`config.mk`:
```
export PLATFORM = sky130hd
export DESIGN_NAME = mdr_read_ctrl
export DESIGN_NICKNAME = d
export VERILOG_FILES = /design/src/rtl/mdr_read_ctrl.sv
export SDC_FILE = /design/constraint.sdc
export NUM_CORES = 1
export LEC_CHECK = 0
export CAP_MARGIN = 5
export CORE_MARGIN = 2
export CORE_UTILIZATION = 41
export DETAILED_ROUTE_END_ITERATION = 8
export PLACE_DENSITY = 0.93
export SLEW_MARGIN = 20
export SYNTH_ARGS = -nofsm -noshare
export SYNTH_HDL_FRONTEND = slang
export SYNTH_SLANG_ARGS = --single-unit
```
`constraint.sdc`:
```
create_clock -name clk -period 1.8 [get_ports clk]
set_clock_uncertainty 0.05 [all_clocks]
set_input_delay 0.45 -clock clk [delete_from_list [all_inputs] [get_ports clk]]
set_output_delay 0.45 -clock clk [all_outputs]
set_load 0.02 [all_outputs]
```
`src/rtl/mdr_read_ctrl.sv`:
```
// MDR read side: latches MAR address, runs mem_req/mem_ack, captures data into MDR; bus MDRin loads when idle.
// Latency: read_start edge N -> mem_req after N, ack at edge >= N+2 -> MDR/done after that edge; no queueing, timeout -> err.
module mdr_read_ctrl #(
    parameter int DATA_W  = 32,
    parameter int ADDR_W  = 9,
    parameter int TIMEOUT = 15
) (
    input  logic              clk,
    input  logic              clr,
    input  logic              read_start,
    input  logic [ADDR_W-1:0] addr_in,
    input  logic              MDRin,
    input  logic [DATA_W-1:0] bus_in,
    output logic              mem_req,
    output logic [ADDR_W-1:0] mem_addr,
    input  logic              mem_ack,
    input  logic [DATA_W-1:0] mem_data,
    output logic [DATA_W-1:0] BusMuxIn_MDR,
    output logic              busy,
    output logic              done,
    output logic              err
);

    localparam int CNT_W = $clog2(TIMEOUT + 1);
    localparam logic [CNT_W-1:0] CNT_LAST = CNT_W'(TIMEOUT - 1);

    typedef enum logic [2:0] {
        S_IDLE,
        S_REQ,
        S_WAIT,
        S_DONE,
        S_ERR
    } state_t;

    state_t            state, state_nxt;
    logic [CNT_W-1:0]  cnt, cnt_nxt;
    logic [DATA_W-1:0] mdr_nxt;
    logic [ADDR_W-1:0] addr_nxt;
    logic              req_nxt, busy_nxt, done_nxt, err_nxt;

    // Every output is a flop loaded from the next-state decode, so none can glitch.
    always_ff @(posedge clk) begin
        if (clr) begin
            state        <= S_IDLE;
            cnt          <= '0;
            BusMuxIn_MDR <= '0;
            mem_addr     <= '0;
            mem_req      <= 1'b0;
            busy         <= 1'b0;
            done         <= 1'b0;
            err          <= 1'b0;
        end else begin
            state        <= state_nxt;
            cnt          <= cnt_nxt;
            BusMuxIn_MDR <= mdr_nxt;
            mem_addr     <= addr_nxt;
            mem_req      <= req_nxt;
            busy         <= busy_nxt;
            done         <= done_nxt;
            err          <= err_nxt;
        end
    end

    always_comb begin
        state_nxt = state;
        cnt_nxt   = cnt;
        case (state)
            S_IDLE: begin
                if (read_start) state_nxt = S_REQ;
            end
            S_REQ: begin
                state_nxt = S_WAIT;
                cnt_nxt   = '0;
            end
            S_WAIT: begin
                // The counter is left at its last value on the way to ERR, so it never wraps.
                if (mem_ack)              state_nxt = S_DONE;
                else if (cnt == CNT_LAST) state_nxt = S_ERR;
                else                      cnt_nxt   = cnt + 1'b1;
            end
            S_DONE:  state_nxt = S_IDLE;
            S_ERR:   state_nxt = S_IDLE;
            default: state_nxt = S_IDLE;
        endcase
    end

    always_comb begin
        mdr_nxt  = BusMuxIn_MDR;
        addr_nxt = mem_addr;
        err_nxt  = err;
        req_nxt  = (state_nxt == S_REQ) || (state_nxt == S_WAIT);
        busy_nxt = req_nxt;
        done_nxt = (state_nxt == S_DONE);

        // Memory capture wins; the bus load is only honoured outside a transaction.
        if (state == S_WAIT && mem_ack) begin
            mdr_nxt = mem_data;
        end else if (MDRin && (state == S_IDLE || state == S_DONE || state == S_ERR)) begin
            mdr_nxt = bus_in;
        end

        if (state == S_IDLE && read_start) begin
            addr_nxt = addr_in;
            err_nxt  = 1'b0;
        end
        if (state_nxt == S_ERR) err_nxt = 1'b1;
    end

endmodule
```
==> flow_metrics.py <==
metrics = {
    "outcome": {
        "outcome": "finished clean",
    },
    "setup_path": {
        "setup.worst_path.end_class": "flip-flop",
        "path_cells": "clkdlybuf4s50_1 > or4b_1 > nor4_1 > a31o_1",
        "critPathLaunchType": "input pin",
        "critPathKind": "in2reg",
        "crit_slowest_cell": "or4b_1",
        "cp_data_arrival_time_ns": 2.01,
        "worstPathMaxFanout": 4,
        "cp_slowest_stage_delay_ns": 0.62,
        "critPathRequiredTime_ns": 2.01,
    },
    "floorplanning": {
        "io_pins": 123,
        "die_height_um": 83.3,
        "rows": 28,
        "die-area_um2": 6930,
        "coreArea_um2": 5990,
        "die_w_um": 83.3,
        "initial_core_util_pct": 43.0,
    },
    "timing": {
        "setup_viol": 0,
        "timing_hold_violations_final": 0,
        "fin_crit_ns": 1.79,
        "worst_pin_slew_ns": 0.350,
        "max_slew_margin_pct": 76.6,
        "rsz0062_at_grt": "true",
        "fmax_ghz": 0.558,
        "period_share_pct": 99.6,
        "drv_slew": 0,
    },
    "drt": {
        "dr.pass1.iters": 4,
        "routed_wirelength_um": 7470,
        "drc": 0,
        "wl_per_cell_um": 16.7,
        "final_antenna_net_count": 0,
        "vias": 2385,
        "drt_iter0_markers": 85,
        "via_per_inst": 5.32,
    },
    "clock_network": {
        "cts_tree": "built",
        "cts_sinks": 51,
        "cts.clk_slew.worst_paths_ns": 0.10,
        "cts_root_buf": "clkbuf_8",
        "cts_buffers": 5,
        "hold_buffers": 0,
        "ctsLongestPathBuffers": 2,
        "clk_latency_ns": 0.31,
        "htreeDepth": 2,
    },
    "grt": {
        "grt_max_degree": 31,
        "grt_use_total_pct": 20.0,
        "grt_overflow": 0,
        "grt_pass1_vias": 2401,
        "antenna_found_initial": 0,
        "grt_first_pass_wirelength_um": 11600,
    },
    "final_layout": {
        "utilization_pct": 69.4,
        "final_layout_size_suffix_gt1_share_pct": 18.5,
        "fillerInstances": 433,
        "area_growth_pct": 61.3,
        "diodes": 0,
        "instances_no_fill": 448,
        "final_nets": 452,
    },
    "pwr": {
        "peakVddDrop_mv": 0.481,
        "p_leak_nw": 2.05,
        "power_density_nw_per_um2": 790,
    },
    "synthesis": {
        "ys_types": 38,
        "seq_area_frac_synth_pct": 39.6,
        "avgSynthCellArea_um2": 10.4,
        "ys_warn_count": 0,
        "synth_area_leaders": "dfxtp_1, a221oi_2, mux2i_1",
        "syn_inst": 248,
        "synth_top_area_share_pct": 39.6,
        "synth.cell_area_um2": 2580,
        "syn_nets": 328,
        "synth.largest_area_cell": "dfxtp_1",
        "ys_ff_latch": 51,
    },
    "place": {
        "numPortBuffers": 122,
        "place_hpwl_um": 5280,
        "placed_cells": 438,
        "gp_congestion": 0.831,
    },
    "min_path": {
        "worstHoldPathType": "reg2reg",
    },
    "run": {
        "max-cap-violations": 0,
    },
}
layer usage:
metal  GRT usage [%]  wire length, um  up-vias  share of wire [%]
met5               0                0        -                  0
met4            4.47               72        0               0.96
met3            7.75              620        9                8.3
met2            35.9             3800       93                 51
met1            22.4             2980     1106                 40
li1                -                -     1177                  -
registers in the layout (all words and copies together), names as in the netlist:
name          flops
BusMuxIn_MDR     32
busy              1
cnt               4
done              1
err               1
mem_addr          9
state             3
power by group:
part	leakage [nW]	switching, mW	internal [mW]
clock network	0.0644	0.400	0.554
logic	1.57	0.497	0.529
registers	0.421	0.0653	1.24
total	2.05	0.962	2.32
critical path, delay by kind of cell:
kind	cells	cell delay, ns
and+or+nand+nor	2	0.94
buffers and inverters	1	0.47
AOI/OAI and AO/OA	1	0.14
cell families after synthesis:
family / count (synthesis) / share of synthesized area (%)
AOI/OAI and AO/OA: 56 / 24.5
adders and majority gates: 2 / 0.971
buffers and inverters: 27 / 6.17
DFF: 51 / 39.6
muxes: 31 / 12.2
and+or+nand+nor: 81 / 16.5
synthesized netlist by cell type (all sizes together):
cell	count
o32a	1
buf	19
a41oi	1
dfxtp	51
nor3	3
or3	1
nand4b	2
mux2	1
a31o	3
mux2i	30
a21oi	12
nand4bb	1
and4b	1
or4b	2
nor2	33
o21ba	1
nor4b	3
nor3b	1
a211oi	3
nand3	4
a221oi	30
nor4	3
inv	2
o21bai	1
a311oi	2
or3b	1
nand2	20
and3	1
o21ai	2
ha	2
nand2b	5
clkbuf	6
worst paths after layout:
check | slack, ns | depth (start not counted) | startpoint | to
max | 0.007 | 4 | mem_ack | cnt[0]
min | 0.41 | 2 | mem_addr[1] | mem_addr[1]
max reg2reg | 0.12 | 4 | state[0] | cnt[0]
min reg2reg | 0.41 | 2 | mem_addr[1] | mem_addr[1]
timing repair:
action / CTS / global route
cloned: 0 / 1
buffers inserted: 0 / 1
gates resized for setup: 2 / 29
setup endpoints to repair: 4 / 45
metrics by stage:
stage / instance area [um^2] / power (mW) / TNS (ns) / setup slack, ns / hold WS (ns)
after detailed placement: 3920 / 2.36 / -11.11 / -0.339 / 0.400
after floorplan: 2580 / 1.88 / 0 / 0.267 / 0.425
after CTS: 4060 / 3.30 / -0.0215 / -0.0125 / 0.410
final: 4160 / 3.28 / 0 / 0.00651 / 0.411
after global placement: 3920 / 2.33 / -8.76 / -0.254 / 0.391
after global routing: 4160 / 3.43 / -0.0546 / -0.0374 / 0.440
layout by cell type, fill, tap and decap left out, types with 2 or more instances in the layout:
master / netlist / final
ha_1: 2 / 2
buf_4: 5 / 16
nand4b_1: 2 / 2
or4b_1: 2 / 2
nand2_1: 20 / 20
bufinv_16: 0 / 2
nand3_1: 4 / 3
clkbuf_8: 0 / 5
a221oi_2: 30 / 30
buf_12: 0 / 3
clkdlybuf4s50_1: 0 / 93
dlygate4sd2_1: 0 / 2
o21ai_0: 2 / 2
nor3_1: 3 / 3
mux2i_1: 30 / 30
dlymetal6s2s_1: 0 / 26
nor2_1: 33 / 33
inv_1: 2 / 2
nor4_1: 3 / 2
a31o_1: 2 / 2
nand2b_1: 5 / 5
a211oi_1: 3 / 3
dfxtp_1: 51 / 50
a31o_4: 1 / 2
a21oi_1: 12 / 12
a311oi_1: 2 / 2
final cells by class:
cell class | instances | area [um^2] | share of cell area (%)
repair buffers | 141 | 1460 | 35.1
multi-input cells | 171 | 1440 | 34.6
flip-flops and latches | 51 | 1020 | 24.6
well taps | 75 | 93.8 | 2.26
clock buffers | 5 | 68.8 | 1.66
clock inverters | 3 | 67.6 | 1.63
inverters | 2 | 7.51 | 0.181
Power figures use the tool's default switching activity.
